### config.mk
export PLATFORM = sky130hd
export DESIGN_NAME = change_dispenser
export DESIGN_NICKNAME = d
export VERILOG_FILES = /design/src/rtl/change_disp_pkg.sv /design/src/rtl/change_dispenser_coin_fifo.sv /design/src/rtl/change_dispenser.sv
export SDC_FILE = /design/constraint.sdc
export NUM_CORES = 1
export LEC_CHECK = 0
export CORE_MARGIN = 1.5
export CORE_UTILIZATION = 47
export DETAILED_ROUTE_END_ITERATION = 8
export GPL_ROUTABILITY_DRIVEN = 0
export MAX_ROUTING_LAYER = met4
export PLACE_DENSITY = 0.73
export SYNTH_ARGS = -nofsm -noshare
export SYNTH_HDL_FRONTEND = slang
export SYNTH_SLANG_ARGS = --single-unit
### constraint.sdc
create_clock -name CLK -period 1.72 [get_ports CLK]
set_clock_uncertainty 0.15 [all_clocks]
set_input_delay 0.344 -clock CLK [delete_from_list [all_inputs] [get_ports CLK]]
set_output_delay 0.344 -clock CLK [all_outputs]
set_load 0.05 [all_outputs]
### src/rtl/change_disp_pkg.sv
// change_disp_pkg: shared FSM states, coin codes, coin weights and tally width for change_dispenser
package change_disp_pkg;
  localparam int DISP_W = 16;
  typedef enum logic [1:0] {IDLE, PULSE, WAIT, FAULT} state_t;
  typedef enum logic [1:0] {COIN_50 = 2'd0, COIN_100 = 2'd1, COIN_500 = 2'd2, COIN_1000 = 2'd3} coin_t;
  localparam logic [DISP_W-1:0] WT_50   = 16'd1;
  localparam logic [DISP_W-1:0] WT_100  = 16'd2;
  localparam logic [DISP_W-1:0] WT_500  = 16'd10;
  localparam logic [DISP_W-1:0] WT_1000 = 16'd20;
  function automatic logic [DISP_W-1:0] coin_weight(input coin_t c);
    return c == COIN_1000 ? WT_1000 : c == COIN_500 ? WT_500 : c == COIN_100 ? WT_100 : WT_50;
  endfunction
endpackage

### src/rtl/change_dispenser_coin_fifo.sv
// coin_fifo: DEPTH-entry queue of 2-bit coin codes
//   clk, rst     clock, asynchronous active-high reset
//   push, din    enqueue request and code (dropped when full, even with a simultaneous pop)
//   pop, dout    dequeue request and head code
//   full, empty  occupancy flags
module coin_fifo
  import change_disp_pkg::*;
#(
  parameter int DEPTH = 8
) (
  input  logic  clk,
  input  logic  rst,
  input  logic  push,
  input  coin_t din,
  input  logic  pop,
  output coin_t dout,
  output logic  full,
  output logic  empty
);
  localparam int AW = $clog2(DEPTH);
  logic [AW:0] wr, rd;
  coin_t mem [DEPTH];
  logic push_ok, pop_ok;
  assign push_ok = push & ~full;
  assign pop_ok  = pop & ~empty;
  assign full    = (wr[AW] != rd[AW]) && (wr[AW-1:0] == rd[AW-1:0]);
  assign empty   = wr == rd;
  assign dout    = mem[rd[AW-1:0]];
  always_ff @(posedge clk or posedge rst)
    if (rst) begin
      wr <= '0;
      rd <= '0;
    end else begin
      if (push_ok) wr <= wr + 1'b1;
      if (pop_ok) rd <= rd + 1'b1;
    end
  always_ff @(posedge clk)
    if (push_ok) mem[wr[AW-1:0]] <= din;
endmodule

### src/rtl/change_dispenser.sv
// change_dispenser: queues change requests and drives a coin hopper one coin at a time
//   CLK, RST                      clock, asynchronous active-high reset
//   Return50/100/500/1000         one-cycle change-request pulses
//   HopperAck                     hopper ejected one coin (honoured only in WAIT)
//   FaultClr                      operator clears a hopper fault
//   Eject[3:0]                    one-hot hopper command (50/100/500/1000)
//   Busy, Fault, DropErr          status; DropErr is sticky until RST
//   Dispensed[15:0]               saturating dispensed total in 50-won units
// Build option: CHANGE_DISP_TALLY_EN builds the Dispensed accumulator; otherwise Dispensed is 0.
module change_dispenser
  import change_disp_pkg::*;
#(
  parameter int FIFO_DEPTH  = 8,
  parameter int TIMEOUT_CYC = 1000
) (
  input  logic              CLK,
  input  logic              RST,
  input  logic              Return50,
  input  logic              Return100,
  input  logic              Return500,
  input  logic              Return1000,
  input  logic              HopperAck,
  input  logic              FaultClr,
  output logic [3:0]        Eject,
  output logic              Busy,
  output logic              Fault,
  output logic              DropErr,
  output logic [DISP_W-1:0] Dispensed
);
  localparam int TW = $clog2(TIMEOUT_CYC + 1);
  state_t state, state_n;
  coin_t push_code, head, code;
  logic [3:0] req;
  logic [TW-1:0] timer;
  logic any, multi, full, empty, pop, ack, timeout;
  assign req       = {Return1000, Return500, Return100, Return50};
  assign any       = |req;
  // more than one bit set: clearing the lowest set bit leaves something behind
  assign multi     = |(req & (req - 4'd1));
  assign push_code = req[3] ? COIN_1000 : req[2] ? COIN_500 : req[1] ? COIN_100 : COIN_50;
  assign pop       = state == IDLE && !empty;
  assign ack       = state == WAIT && HopperAck;
  assign timeout   = timer == TW'(TIMEOUT_CYC - 1);
  coin_fifo #(.DEPTH(FIFO_DEPTH)) u_fifo (
    .clk  (CLK),
    .rst  (RST),
    .push (any),
    .din  (push_code),
    .pop  (pop),
    .dout (head),
    .full (full),
    .empty(empty)
  );
  always_ff @(posedge CLK or posedge RST)
    if (RST) state <= IDLE;
    else state <= state_n;
  always_comb begin
    state_n = state;
    unique case (state)
      IDLE:  state_n = empty ? IDLE : PULSE;
      PULSE: state_n = WAIT;
      WAIT:  state_n = HopperAck ? IDLE : timeout ? FAULT : WAIT;
      FAULT: state_n = FaultClr ? IDLE : FAULT;
      default: state_n = IDLE;
    endcase
  end
  always_ff @(posedge CLK or posedge RST)
    if (RST) begin
      code    <= COIN_50;
      timer   <= '0;
      DropErr <= 1'b0;
    end else begin
      if (pop) code <= head;
      timer <= state == PULSE ? '0 : state == WAIT ? timer + 1'b1 : timer;
      if (multi || (any && full)) DropErr <= 1'b1;
    end
  assign Eject = state == PULSE ? 4'b0001 << code : 4'b0000;
  assign Busy  = !empty || state != IDLE;
  assign Fault = state == FAULT;
`ifdef CHANGE_DISP_TALLY_EN
  logic [DISP_W:0] sum;
  assign sum = {1'b0, Dispensed} + {1'b0, coin_weight(code)};
  always_ff @(posedge CLK or posedge RST)
    if (RST) Dispensed <= '0;
    else if (ack) Dispensed <= sum[DISP_W] ? '1 : sum[DISP_W-1:0];
`else
  assign Dispensed = '0;
`endif
endmodule

==> results.cfg <==
[outcome]
status = complete, but fails checks
violations = setup timing

[sta]
tns_ps = -2560
period_needed_ps = 2010
slew_violations = 0
min_period_over_period_pct = 117
setup_ws_ps = -292
setup-violations-final = 27
clock.fmax_ghz = 0.497
rsz0062_at_grt = true
fin_hold_ws_ps = 224
final_hold_viol_count = 0

[place]
hpwlAfterDp_mm = 2.66
placed_area_um2 = 2520
io_buffers = 14
dp_slack_ps = -337
dpl.cell_count = 266

[cells_and_area]
multi_input_area_um2 = 1210
antenna_cells = 0
mostFrequentLayoutCell = buf_4
layout-drive-gt1-share_pct = 42.2
fin_cells = 289
final_area_um2 = 3020
area_delta_synth_final_pct = 41.9
seq_area_um2 = 1060
most-common-layout-cells = buf_4, dfrtp_1, conb_1, edfxtp_1, nand2_1
fin_util_pct = 69.3
layout.nets = 252
fill_cells = 286

[synthesis]
yosysSeqAreaShare_pct = 49.6
yosys_most_used_dff = dfrtp_1
synth_edf_count = 16
avgSynthCellArea_um2 = 11.5
synth.yosys.warnings = 0
synthArstFlopShare_pct = 59.0
yosysUniqueCellTypes = 42
ys_ff_latch = 39
synth_area_um2 = 2130
netlist_instances = 185

[routing]
drc = 0
vias_per_cell = 5.20
drtAntennaViolNets = 0
wl_mm = 4.33
vias = 1502
drtIter0Drc = 125
avgRoutedWirePerCell_um = 15.0
drtPass1Iterations = 6

[global_routing]
grt_pass1_wl_mm = 6.78
antenna_found_initial = 0
grtUsageTotal_pct = 18.4
grt_pass1_vias = 1451
gr-total-overflow = 0
grt_max_degree = 24

[setup_path]
r2r_cells = 5
crit_end = Busy
critPathKind = reg -> out
end_kind = output port
worst_ep_required_time_ps = 1230
crit_fanout = 3
worstReg2RegEnd = u_fifo.mem[0][0]$_DFFE_PP_
r2r_start = u_fifo.rd[3]$_DFFE_PP0P_
cp_cell_sequence = xor2_4, nor4_4, nand2_2, buf_12
timing.reg2reg.setup_slack_ps = -140
crit_arrival_ps = 1520
critPathMaxStageDelay_ps = 440
cp-start-kind = register
crit_start = u_fifo.rd[3]$_DFFE_PP0P_
cp_slowest_cell = dfrtp_2

[floorplan]
start_util_pct = 48.9
pin_count = 31
fp.dieH_um = 70.3
die_w_um = 70.3
core_area_um2 = 4350
num_rows = 24
dieArea_um2 = 4940

[cts]
cts_tree = yes
clkTransAtPathRegs_ps = 90
cts_buffers = 5
ctsLongestPathBuffers = 2
cts_root_buffer = clkbuf_8
cts.htree.levels = 2
clock_sinks = 39
clock_latency_ps = 300

[power]
power_mw = 5.94
p_leak_nw = 1.27
powerDensity_nw_per_um2 = 1970
ir_worst_vdd_uv = 1300

[worst_hold_path]
hold_path_class = in -> async

[run]
cap_violations = 0
[what timing repair did]
| item | in CTS | in global routing |
|---|---|---|
| resized for setup | 18 | 38 |
| hold buffers | 0 | 0 |
| setup buffers | 10 | 9 |
| endpoints found under the hold margin | 0 | 0 |
| setup endpoints to repair | 22 | 36 |
| pin swaps | 6 | 14 |
[critical path: cells and delay by family (launching register included)]
family / cells / cell delay (ps)
flip-flops: 1 / 440
AND/OR/NAND/NOR: 2 / 410
XOR/XNOR: 1 / 210
buffers and inverters: 1 / 150
[flip-flops by register name, summed over array words and instances (netlist names)]
register and cells:
u_fifo.mem 16, timer 10, u_fifo.rd 4, u_fifo.wr 4, code 2, state 2
DropErr 1
[power breakdown]
part | internal [mW] | switching, mW | leakage [nW] | total [mW]
Combinational | 1.69 | 1.77 | 0.775 | 3.45
Sequential | 1.29 | 0.281 | 0.428 | 1.57
Clock | 0.580 | 0.335 | 0.0654 | 0.915
[logic make-up after synthesis]
family | after synthesis | share of synthesized area [%]
multiplexers | 9 | 6.88
adder cells (fa/ha/maj) | 8 | 4.70
buffers and inverters | 31 | 9.11
AND/OR/NAND/NOR | 55 | 13.9
AO/OA/AOI/OAI | 25 | 8.23
flip-flops | 39 | 49.6
XOR/XNOR | 17 | 7.35
other | 1 | 0.176
[layout make-up]
| cell class | instances | share of cell area, % |
|---|---|---|
| clock inverters | 2 | 1.99 |
| repair buffers | 52 | 17.5 |
| inverters | 8 | 0.995 |
| clock buffers | 6 | 2.40 |
| multi-input cells | 130 | 40.0 |
| flip-flops and latches | 39 | 35.0 |
| well taps | 52 | 2.15 |
[synthesized netlist by cell type, types with 2 or more instances]
cell type / n / area share, %
edfxtp_1: 16 / 23
xor2_1: 7 / 2.9
o31ai_1: 2 / 0.71
dfrtp_1: 23 / 27
nand4_1: 2 / 0.59
clkbuf_1: 2 / 0.35
nor2_1: 15 / 2.6
buf_4: 18 / 6.3
buf_2: 2 / 0.47
a21oi_1: 6 / 1.4
ha_1: 8 / 4.7
a31oi_1: 3 / 0.88
nand3_1: 7 / 1.6
mux4_2: 4 / 4.2
mux2i_1: 3 / 1.4
xnor2_1: 9 / 3.7
nor3_1: 5 / 1.2
and3_1: 2 / 0.59
inv_1: 8 / 1.4
nand2_1: 11 / 1.9
a211oi_1: 2 / 0.71
nand2b_1: 4 / 1.2
o21ai_0: 7 / 1.6
[worst min path at each step]
stage,start,to,cells past startpoint
floorplan,RST,DropErr$_DFFE_PP0P_,1
global placement,timer[0]$_DFFE_PP0P_,timer[0]$_DFFE_PP0P_,1
detailed placement,DropErr$_DFFE_PP0P_,DropErr$_DFFE_PP0P_,1
CTS,RST,state[0]$_DFF_PP0_,3
global route,RST,u_fifo.rd[2]$_DFFE_PP0P_,3
finish,RST,u_fifo.rd[2]$_DFFE_PP0P_,3
[routing by layer]
layer	up-vias	wire length [µm]	part of all wire, %	GRT usage (%)
li1	716	-	-	-
met1	737	1950	45	22.3
met2	39	2100	49	29.2
met3	10	177	4.1	4.33
met4	0	106	2.4	8.12
met5	-	0	0	-
Power figures use the tool's default switching activity.
